`config.mk`:
```
export PLATFORM = sky130hd
export DESIGN_NAME = ws2812_pixel_rx_flat
export DESIGN_NICKNAME = d
export VERILOG_FILES = /design/src/rtl/ws2812_pkg.sv /design/src/rtl/ws2812_pixel_rx_if.sv /design/src/rtl/ws2812_pixel_rx_edge_sync.sv /design/src/rtl/ws2812_pixel_rx.sv /design/src/flat_wrapper.sv
export SDC_FILE = /design/constraint.sdc
export NUM_CORES = 1
export LEC_CHECK = 0
export ABC_AREA = 1
export BUFFER_PORTS_ARGS = -buffer_cell sky130_fd_sc_hd__buf_4
export CORE_MARGIN = 4
export CORE_UTILIZATION = 40
export CTS_CLUSTER_DIAMETER = 200
export CTS_CLUSTER_SIZE = 20
export DETAILED_ROUTE_END_ITERATION = 8
export MAX_ROUTING_LAYER = met4
export REMOVE_ABC_BUFFERS = 1
export SLEW_MARGIN = 10
export SYNTH_ARGS = -nofsm -noshare
export SYNTH_HDL_FRONTEND = slang
export SYNTH_HIERARCHICAL = 1
export SYNTH_SLANG_ARGS = --single-unit
export TNS_END_PERCENT = 1
```
`constraint.sdc`:
```
create_clock -name clk -period 1.3 [get_ports clk]
set_input_delay 0.26 -clock clk [delete_from_list [all_inputs] [get_ports clk]]
set_output_delay 0.26 -clock clk [all_outputs]
set_load 0.005 [all_outputs]
```
`src/rtl/ws2812_pkg.sv`:
```
// Shared constants and FSM state type for the WS2812 strip driver and pixel receiver.
package ws2812_pkg;

  localparam int GRB_W        = 24;
  localparam int T0H_CYC      = 18;
  localparam int T1H_CYC      = 35;
  localparam int BIT_CYC      = 63;
  localparam int THRESH_CYC   = 27;
  localparam int MAX_HIGH_CYC = 60;
  localparam int RESET_CYC    = 2500;
  localparam int MIN_HIGH_CYC = 5;

  typedef enum logic [1:0] {
    WAIT_GAP = 2'd0,
    ARMED    = 2'd1,
    CAPTURE  = 2'd2,
    PASS     = 2'd3
  } rx_state_e;

  function automatic int cnt_width(input int max_val);
    return $clog2(max_val + 1);
  endfunction

endpackage

```
`src/rtl/ws2812_pixel_rx_if.sv`:
```
// Decoded-pixel result bus: master is the receiver, slave is whoever consumes the colour.
interface ws2812_pixel_rx_if;
  import ws2812_pkg::*;

  logic [GRB_W-1:0] grb;
  logic             valid;
  logic             frame_done;
  logic             err;

  modport master (output grb, output valid, output frame_done, output err);
  modport slave  (input  grb, input  valid, input  frame_done, input  err);

endinterface

```
`src/rtl/ws2812_pixel_rx_edge_sync.sv`:
```
// Input synchroniser, edge pulses and saturating high/low run-length counters for the WS2812 line.
module ws_edge_sync
  import ws2812_pkg::*;
#(
  parameter int MAX_HIGH_CYC = 60,
  parameter int RESET_CYC    = 2500,
  parameter int MIN_HIGH_CYC = 5,
  parameter bit GLITCH_EN    = 1'b0,
  parameter int HCNT_W       = 6,
  parameter int LCNT_W       = 12
) (
  input  logic              clk,
  input  logic              clr,
  input  logic              din_i,
  output logic              din_s_o,
  output logic              rise_o,
  output logic              fall_o,
  output logic [HCNT_W-1:0] hcnt_o,
  output logic [LCNT_W-1:0] lcnt_o
);

  logic              meta_q;
  logic              din_s_q;
  logic              prev_q;
  logic [HCNT_W-1:0] hcnt_q, hcnt_d;
  logic [LCNT_W-1:0] lcnt_q, lcnt_d;

  // A too-short high pulse leaves the low counter untouched when glitch filtering is on.
  always_comb begin
    hcnt_d = hcnt_q;
    lcnt_d = lcnt_q;
    if (din_s_q) begin
      if (hcnt_q < HCNT_W'(MAX_HIGH_CYC + 1)) begin
        hcnt_d = hcnt_q + 1'b1;
      end else begin
        hcnt_d = hcnt_q;
      end
      if (GLITCH_EN && (hcnt_q < HCNT_W'(MIN_HIGH_CYC - 1))) begin
        lcnt_d = lcnt_q;
      end else begin
        lcnt_d = '0;
      end
    end else begin
      hcnt_d = '0;
      if (lcnt_q < LCNT_W'(RESET_CYC)) begin
        lcnt_d = lcnt_q + 1'b1;
      end else begin
        lcnt_d = lcnt_q;
      end
    end
  end

  always_ff @(posedge clk) begin
    if (!clr) begin
      meta_q  <= 1'b0;
      din_s_q <= 1'b0;
      prev_q  <= 1'b0;
      hcnt_q  <= '0;
      lcnt_q  <= '0;
    end else begin
      meta_q  <= din_i;
      din_s_q <= meta_q;
      prev_q  <= din_s_q;
      hcnt_q  <= hcnt_d;
      lcnt_q  <= lcnt_d;
    end
  end

  assign din_s_o = din_s_q;
  assign rise_o  = din_s_q & ~prev_q;
  assign fall_o  = ~din_s_q & prev_q;
  assign hcnt_o  = hcnt_q;
  assign lcnt_o  = lcnt_q;

endmodule

```
`src/rtl/ws2812_pixel_rx.sv`:
```
// WS2812 pixel receiver: latches the first GRB word of each frame and forwards the rest on dout.
// Optional glitch filter (ignore short highs while capturing): define WS2812_RX_GLITCH_FILTER_EN.
module ws2812_pixel_rx #(
  parameter int THRESH_CYC   = ws2812_pkg::THRESH_CYC,
  parameter int MAX_HIGH_CYC = ws2812_pkg::MAX_HIGH_CYC,
  parameter int RESET_CYC    = ws2812_pkg::RESET_CYC,
  parameter int MIN_HIGH_CYC = ws2812_pkg::MIN_HIGH_CYC
) (
  input  logic                      clk,
  input  logic                      clr,
  input  logic                      din,
  output logic                      dout,
  ws2812_pixel_rx_if.master         bus
);
  import ws2812_pkg::*;

`ifdef WS2812_RX_GLITCH_FILTER_EN
  localparam bit GLITCH_EN = 1'b1;
`else
  localparam bit GLITCH_EN = 1'b0;
`endif

  localparam int HCNT_W = cnt_width(MAX_HIGH_CYC + 1);
  localparam int LCNT_W = cnt_width(RESET_CYC);

  logic              din_s, rise_s, fall_s;
  logic [HCNT_W-1:0] hcnt_s;
  logic [LCNT_W-1:0] lcnt_s;

  ws_edge_sync #(
    .MAX_HIGH_CYC (MAX_HIGH_CYC),
    .RESET_CYC    (RESET_CYC),
    .MIN_HIGH_CYC (MIN_HIGH_CYC),
    .GLITCH_EN    (GLITCH_EN),
    .HCNT_W       (HCNT_W),
    .LCNT_W       (LCNT_W)
  ) u_sync (
    .clk     (clk),
    .clr     (clr),
    .din_i   (din),
    .din_s_o (din_s),
    .rise_o  (rise_s),
    .fall_o  (fall_s),
    .hcnt_o  (hcnt_s),
    .lcnt_o  (lcnt_s)
  );

  rx_state_e        state_q;
  logic [GRB_W-1:0] shift_q, shift_d;
  logic [4:0]       idx_q;
  logic [GRB_W-1:0] grb_q;
  logic             valid_q, frame_done_q, err_q, pass_q;
  logic             bit_s, gap_s, long_s, glitch_s;

  // The gap is qualified with a low line so a held-over low count never fires during a high.
  always_comb begin
    bit_s    = (hcnt_s >= HCNT_W'(THRESH_CYC));
    long_s   = (hcnt_s > HCNT_W'(MAX_HIGH_CYC));
    gap_s    = (lcnt_s == LCNT_W'(RESET_CYC)) && !din_s;
    glitch_s = GLITCH_EN && (hcnt_s < HCNT_W'(MIN_HIGH_CYC));
    shift_d  = {shift_q[GRB_W-2:0], bit_s};
  end

  always_ff @(posedge clk) begin
    if (!clr) begin
      state_q      <= WAIT_GAP;
      shift_q      <= '0;
      idx_q        <= 5'd0;
      grb_q        <= '0;
      valid_q      <= 1'b0;
      frame_done_q <= 1'b0;
      err_q        <= 1'b0;
      pass_q       <= 1'b0;
    end else begin
      valid_q      <= 1'b0;
      frame_done_q <= 1'b0;
      err_q        <= 1'b0;
      case (state_q)
        WAIT_GAP: begin
          if (gap_s) state_q <= ARMED;
        end
        ARMED: begin
          idx_q  <= 5'd0;
          pass_q <= 1'b0;
          if (rise_s) state_q <= CAPTURE;
        end
        CAPTURE: begin
          if (long_s) begin
            err_q   <= 1'b1;
            state_q <= WAIT_GAP;
          end else if (fall_s && !glitch_s) begin
            shift_q <= shift_d;
            idx_q   <= idx_q + 5'd1;
            if (idx_q == 5'd23) begin
              grb_q   <= shift_d;
              valid_q <= 1'b1;
              pass_q  <= 1'b1;
              state_q <= PASS;
            end
          end else if (gap_s) begin
            // A gap with no decoded bits is just an idle line, not a truncated frame.
            if (idx_q != 5'd0) begin
              err_q        <= 1'b1;
              frame_done_q <= 1'b1;
            end
            state_q <= ARMED;
          end
        end
        PASS: begin
          if (gap_s) begin
            frame_done_q <= 1'b1;
            pass_q       <= 1'b0;
            state_q      <= ARMED;
          end
        end
        default: begin
          state_q <= WAIT_GAP;
          pass_q  <= 1'b0;
        end
      endcase
    end
  end

  assign dout           = din_s & pass_q;
  assign bus.grb        = grb_q;
  assign bus.valid      = valid_q;
  assign bus.frame_done = frame_done_q;
  assign bus.err        = err_q;

endmodule

```
`src/flat_wrapper.sv`:
```
// flat-port wrapper written by rule: the top's interface ports become plain ports
module ws2812_pixel_rx_flat import ws2812_pkg::*;
#(
  parameter int THRESH_CYC   = ws2812_pkg::THRESH_CYC,
  parameter int MAX_HIGH_CYC = ws2812_pkg::MAX_HIGH_CYC,
  parameter int RESET_CYC    = ws2812_pkg::RESET_CYC,
  parameter int MIN_HIGH_CYC = ws2812_pkg::MIN_HIGH_CYC
)
  (clk, clr, din, dout, bus_grb, bus_valid, bus_frame_done, bus_err);
  ws2812_pixel_rx_if bus_i ();
  input  logic clk;
  input  logic clr;
  input  logic din;
  output logic dout;
  output wire logic [$bits(bus_i.grb)-1:0] bus_grb;
  output wire logic [$bits(bus_i.valid)-1:0] bus_valid;
  output wire logic [$bits(bus_i.frame_done)-1:0] bus_frame_done;
  output wire logic [$bits(bus_i.err)-1:0] bus_err;
  assign bus_grb = bus_i.grb;
  assign bus_valid = bus_i.valid;
  assign bus_frame_done = bus_i.frame_done;
  assign bus_err = bus_i.err;
  ws2812_pixel_rx #(.THRESH_CYC(THRESH_CYC), .MAX_HIGH_CYC(MAX_HIGH_CYC), .RESET_CYC(RESET_CYC), .MIN_HIGH_CYC(MIN_HIGH_CYC)) u_core (.clk(clk), .clr(clr), .din(din), .dout(dout), .bus(bus_i));
endmodule
```
==> flow_summary_export.csv, run 1 <==
group,metric,value,unit
outcome,outcome,"finished, violations left",
outcome,violations,"negative setup slack",
worst_setup_path,cp_slowest_cell,"dfxtp_2",
worst_setup_path,startpoint_type,"flip-flop",
placed_design,dpl.hpwl,5.41,mm
power_and_ir_drop,internal_power,0.00324,W
routing,drt_iter0_drc,92,
timing,period_needed,1.35,ns
power_and_ir_drop,seqPwrFrac,0.558,
global_route,gr-usage-met1,0.214,
floorplanning,io_pins,31,
worst_setup_path,cp_top_family,"simple AND/OR/NAND/NOR gates",
clock_network,cts.hold.buffers_added,0,
power_and_ir_drop,vdd_drop_max,585,uV
yosys,synth.area.mux_share,0,
clock_network,root_buffer,"clkbuf_8",
worst_setup_path,end_kind,"flip-flop",
worst_setup_path,cp.required,1.58,ns
timing,finalSetupTns,-0.456,ns
timing,rsz0062_at_grt,"true",
power_and_ir_drop,clockPowerShare,0.410,
worst_setup_path,cp_num_buf_inv,3,
yosys,synthDistinctLibCells,31,
cells_and_area,final_core_util,0.536,
yosys,synth_common_cells,"nand2_1 (116), dfxtp_1 (79), inv_1 (61)",
routing,drc,0,
yosys,synthTopCellsByArea,"dfxtp_1 (45%), nand2_1 (13%), a21oi_1 (7.9%), inv_1 (6.6%), nor2_1 (4.7%)",
worst_setup_path,r2r_start,"u_core/u_sync/hcnt_o[0]",
timing,finalSetupViolCount,15,
yosys,synth_area,3480,um^2
clock_network,cts-buffers-inserted,9,
yosys,synthAdderAreaFrac,0.0323,
floorplanning,floorplan.rows,33,
clock_network,cts.htree.levels,3,
placed_design,io_buffers,30,
yosys,synth_top_area_cell,"dfxtp_1",
cells_and_area,nFillCells,799,
floorplanning,initial_core_util,0.418,
worst_setup_path,crit_chain,"nor2_1 -> inv_1 -> nand2_2 -> nand3_4 -> buf_12 -> nor2_8 -> buf_6 -> nand2_1 -> a21oi_1",
yosys,avgSynthCellArea,7.35,um^2
global_route,grt_pass1_wl,13.1,mm
placed_design,placedCellCount,642,
run,drv_cap,0,
routing,routedWlPerCell,11.7,um
cells_and_area,finalNonFillerCells,659,
timing,period_share,1.04,
timing,relSlewSlack,0.757,
yosys,yosysMostFrequentCell,"nand2_1",
yosys,ys_warn_count,6,
clock_network,clkTransAtPathRegs,0.09,ns
global_route,grt_max_degree,28,
yosys,synth_edf_count,0,
clock_network,cts.sink_count,79,
cells_and_area,n_antenna_cell,0,
clock_network,postCtsSetupRepairBufs,0,
worst_setup_path,slowest_delay,0.33,ns
power_and_ir_drop,powerDensity,978,nW/um^2
worst_setup_path,worst-setup-path-type,"flip-flop to flip-flop",
yosys,yosys.area_share.simple,0.254,
cells_and_area,regArea,1600,um^2
cells_and_area,fin_nets,561,
timing,setup_ws,-0.0541,ns
power_and_ir_drop,sw_frac_of_total,0.259,
global_route,antenna_found_initial,0,
yosys,synth_async_sr_flop_share,0,
cells_and_area,syn2layout_area_growth,28.4,%
timing,drv_slew,0,
timing,finalClockSkew,0.0127,ns
power_and_ir_drop,p_leak,1.93,nW
clock_network,cts_tree,"done",
global_route,grt.overflow.total,0,
placed_design,place.gp.congestion,0.846,
yosys,synthFlopType,"dfxtp_1",
routing,vias_per_cell,4.67,
global_route,grt.busiest_layer,"met2",
min_path,min_path_type,"input pin to flip-flop",
clock_network,cts_buffer_depth,2,
global_route,grt_pass1_vias,2901,
placed_design,pre_cts_ws,-0.136,ns
yosys,synth_top_family_by_area,"simple AND/OR/NAND/NOR gates",
yosys,synth_top_area_share,0.454,
yosys,ys_seq_area_frac,0.454,
floorplanning,die-area,10300,um^2
min_path,hp-start,"din",
floorplanning,die_y,101,um
clock_network,clock_latency,0.36,ns
routing,vias,3077,
routing,dr.pass1.iters,4,
global_route,grt_use_met2,0.251,
yosys,ys_seq_elements,79,
yosys,netlist_instances,474,
timing,hold_viol_final,0,
power_and_ir_drop,p_sw,0.00113,W
floorplanning,core-area,8340,um^2
floorplanning,die_x,101,um
yosys,synth-xor-area-share,0.0176,
power_and_ir_drop,p_comb_frac,0.032,
routing,drt-total-wl,7.68,mm
worst_setup_path,cp.arrival,1.64,ns
worst_setup_path,worstPathMaxFanout,6,
global_route,grt_use_total,0.163,
cells_and_area,multi_input_area,1650,um^2
global_route,grt_util_met3,0.0441,
worst_setup_path,startpoint,"u_core/u_sync/hcnt_o[0]",
yosys,synth-compound-area-share,0.138,
timing,tightest_slew,0.364,ns
timing,clock.fmax,738,MHz
cells_and_area,drive_gt1_frac,0.267,
routing,ant_nets,0,
-- through the flow --
step           hold WS (ns)  total power [W]  area (um^2)
5_1_grt              0.0701          0.00455         4470
3_3_place_gp          0.393          0.00262         4120
3_5_place_dp          0.405          0.00263         4120
6_report             0.0834          0.00437         4470
2_1_floorplan         0.353          0.00255         3360
4_1_cts              0.0646          0.00442         4410
-- layout by cell type (no fill, tap or decap), types with 9 or more instances in the layout --
cell	netlist	final
a21oi_1	55	50
nand2_1	116	114
dfxtp_1	79	63
inv_1	61	59
nor2_1	44	39
o21ai_1	10	20
clkbuf_8	0	9
dfxtp_2	0	16
o21ai_0	23	10
nand3_1	26	26
buf_4	4	73
-- metal layers --
layer,vias up,part of all wire
met5,-,0
met4,0,0.0087
met1,1373,0.51
met2,43,0.45
met3,6,0.030
li1,1655,-
-- cell families after synthesis --
logic type / after synthesis
adders and majority gates: 9
buffers and inverters: 80
xor gates and xnor gates: 7
AOI/OAI and AO/OA: 93
DFF: 79
and+or+nand+nor: 206
-- final timing paths --
check                                to  slack [ns]  cells past startpoint
setup / recovery     u_core/bus.grb[20]       -0.05                      9
hold / removal     u_core/u_sync/meta_q        0.08                      3
setup reg to reg     u_core/bus.grb[20]       -0.05                      9
hold reg to reg   u_core/u_sync/din_s_o        0.42                      2
-- layout make-up --
type | instances | share of cell area
clock buffer | 9 | 0.0277
clock inverter | 7 | 0.0151
inverter | 64 | 0.0548
sequential | 79 | 0.358
tap | 105 | 0.0294
multi-input combinational | 315 | 0.369
timing repair buffer | 80 | 0.146
-- what timing repair did --
action                     4_1_cts  5_1_grt
cloned                           1        0
hold endpoints to repair         0        0
resized for setup               22       41
pin swaps                        8        7
setup endpoints to repair       53       76
-- registers in the layout (all words and copies together) (netlist names), 2 cells and up --
name and flops:
u_core/u_sync/hcnt_o 6, u_core/bus.grb 24, u_core/shift_q 23, u_core/u_sync/lcnt_o 12, u_core/state_q 2, u_core/idx_q 5
-- power by group through the flow --
stage / Combinational (W) / Clock [W] / Sequential, W
2_1_floorplan: 0.0000548 / 0 / 0.00250
3_3_place_gp: 0.000128 / 0 / 0.00249
3_5_place_dp: 0.000132 / 0 / 0.00249
4_1_cts: 0.000137 / 0.00184 / 0.00244
5_1_grt: 0.000158 / 0.00195 / 0.00244
6_report: 0.000141 / 0.00179 / 0.00244
-- worst reg2reg max path: stages (launching register included) --
cell and delay [ns]:
dfxtp_2 0.33, nor2_1 0.09, inv_1 0.06, nand2_2 0.09
nand3_4 0.10, buf_12 0.14, nor2_8 0.15, buf_6 0.15
nand2_1 0.05, a21oi_1 0.13
No activity file was read; power rests on OpenSTA's default activity.
==> run 2, diff against run 1 <==
- PLACE_DENSITY_LB_ADDON: not set -> 0.08
==> flow_summary_export.csv, run 2 (synthesis gave the netlist of run 1 again) <==
group,metric,value,unit
routing,routedWlPerCell,12.1,um
global_route,grt_pass1_wl,13.6,mm
power_and_ir_drop,p_leak,1.94,nW
worst_setup_path,cp_slowest_cell,"dfxtp_2",
power_and_ir_drop,clockPowerShare,0.403,
floorplanning,die_x,101,um
power_and_ir_drop,seqPwrFrac,0.563,
timing,clock.fmax,724,MHz
clock_network,cts_tree,"done",
timing,rsz0062_at_grt,"true",
clock_network,cts.htree.levels,3,
worst_setup_path,cp_top_family,"simple AND/OR/NAND/NOR gates",
outcome,outcome,"finished, violations left",
routing,vias_per_cell,4.76,
routing,met2WireLength,3.50,mm
placed_design,pre_cts_ws,-0.114,ns
power_and_ir_drop,vdd_drop_max,461,uV
routing,routed.top_layer,"met4",
worst_setup_path,crit_chain,"nor2_1 -> inv_1 -> nand2_2 -> nand3_4 -> buf_4 -> buf_4 -> o21ai_4 -> nand2_1 -> nand2_1 -> inv_1 -> nor2_1",
routing,wl_met3,230,um
floorplanning,io_pins,31,
timing,finalSetupViolCount,21,
clock_network,clock_latency,0.36,ns
cells_and_area,final_common_cell,"nand2_1",
power_and_ir_drop,sw_frac_of_total,0.249,
cells_and_area,layout_common_cells,"nand2_1 (110), buf_4 (73), dfxtp_1 (60)",
cells_and_area,fin_area,4540,um^2
floorplanning,floorplan.rows,33,
global_route,antenna_found_initial,0,
floorplanning,initial_core_util,0.418,
placed_design,io_buffers,30,
global_route,grt_pass1_vias,2892,
placed_design,dpl.hpwl,5.60,mm
floorplanning,die-area,10300,um^2
routing,drt_iter0_drc,129,
clock_network,cts.hold.buffers_added,0,
run,drv_cap,0,
power_and_ir_drop,powerDensity,954,nW/um^2
timing,period_share,1.06,
worst_setup_path,slowest_delay,0.32,ns
clock_network,cts_buffer_depth,2,
routing,vias,3136,
worst_setup_path,cp_num_buf_inv,4,
clock_network,cts.sink_count,79,
timing,hold_viol_final,0,
worst_setup_path,end_kind,"flip-flop",
worst_setup_path,startpoint_type,"flip-flop",
cells_and_area,fin_nets,561,
timing,finalSetupTns,-0.898,ns
routing,dr.pass1.iters,4,
global_route,grt.overflow.total,0,
floorplanning,core-area,8340,um^2
timing,finalClockSkew,0.0163,ns
cells_and_area,syn2layout_area_growth,30.5,%
min_path,min_path_type,"input pin to flip-flop",
clock_network,root_buffer,"clkbuf_8",
routing,drt-total-wl,8.00,mm
timing,period_needed,1.38,ns
worst_setup_path,worstPathMaxFanout,6,
timing,relSlewSlack,0.833,
global_route,grt_max_degree,19,
routing,route.layer.met1.wl,4.13,mm
power_and_ir_drop,p_sw,0.00108,W
timing,drv_slew,0,
power_and_ir_drop,p_comb_frac,0.033,
cells_and_area,n_antenna_cell,0,
floorplanning,die_y,101,um
placed_design,place.gp.congestion,0.833,
routing,ant_nets,0,
worst_setup_path,cp.required,1.59,ns
worst_setup_path,cp.arrival,1.67,ns
timing,tightest_slew,0.250,ns
placed_design,place_area,4110,um^2
clock_network,cts-buffers-inserted,9,
worst_setup_path,worst-setup-path-type,"flip-flop to flip-flop",
timing,holdWs,0.0841,ns
clock_network,clkTransAtPathRegs,0.08,ns
power_and_ir_drop,internal_power,0.00326,W
cells_and_area,nFillCells,835,
routing,drc,0,
cells_and_area,largest_reg_flops,24,
outcome,violations,"negative setup slack",
global_route,grt_use_total,0.171,
cells_and_area,drive_gt1_frac,0.310,
timing,setup_ws,-0.0806,ns
## run 2: what timing repair did
| action | CTS | global route |
|---|---|---|
| setup endpoints to repair | 58 | 74 |
| pin swaps | 14 | 11 |
| buffers inserted | 1 | 2 |
| gates resized for setup | 31 | 58 |
## run 2: cell type report
type | instances | area (um^2) | area share
repair buffers | 80 | 653 | 0.144
clock buffers | 10 | 138 | 0.0303
clock inverters | 6 | 50.0 | 0.0110
well taps | 105 | 131 | 0.0289
inverters | 64 | 245 | 0.0540
flip-flops and latches | 79 | 1610 | 0.353
multi-input cells | 315 | 1720 | 0.379
## run 2: worst paths after layout
path	slack (ns)	to	depth (start not counted)	startpoint
setup reg to reg	-0.08	u_core/idx_q[4]	11	u_core/u_sync/hcnt_o[0]
hold reg to reg	0.43	u_core/u_sync/din_s_o	2	u_core/u_sync/meta_q
hold / removal	0.08	u_core/u_sync/meta_q	3	din
setup / recovery	-0.08	u_core/idx_q[4]	11	u_core/u_sync/hcnt_o[0]
## run 2: layer usage
metal  vias to the layer above  track usage
met4                         0       0.0706
li1                       1656            -
met1                      1426        0.240
met3                        14       0.0344
met5                         -            -
met2                        40        0.237
## run 2: tightest hold or removal path, delay by kind of cell
family,cells,cell delay (ns)
buffers and inverters,2,0.11
and+or+nand+nor,1,0.04
## run 2: power by group through the flow
stage	combinational [W]	sequential [W]	clock, W
floorplan	0.0000548	0.00250	0
global placement	0.000127	0.00249	0
detailed placement	0.000128	0.00249	0
CTS	0.000132	0.00244	0.00181
global route	0.000160	0.00244	0.00192
finish	0.000145	0.00244	0.00175
## run 2: through the flow
step,power (W),util,std cells
5_1_grt,0.00453,0.545,659
3_5_place_dp,0.00262,0.493,640
6_report,0.00434,0.545,659
4_1_cts,0.00438,0.526,657
3_3_place_gp,0.00262,0.493,640
2_1_floorplan,0.00255,-,458
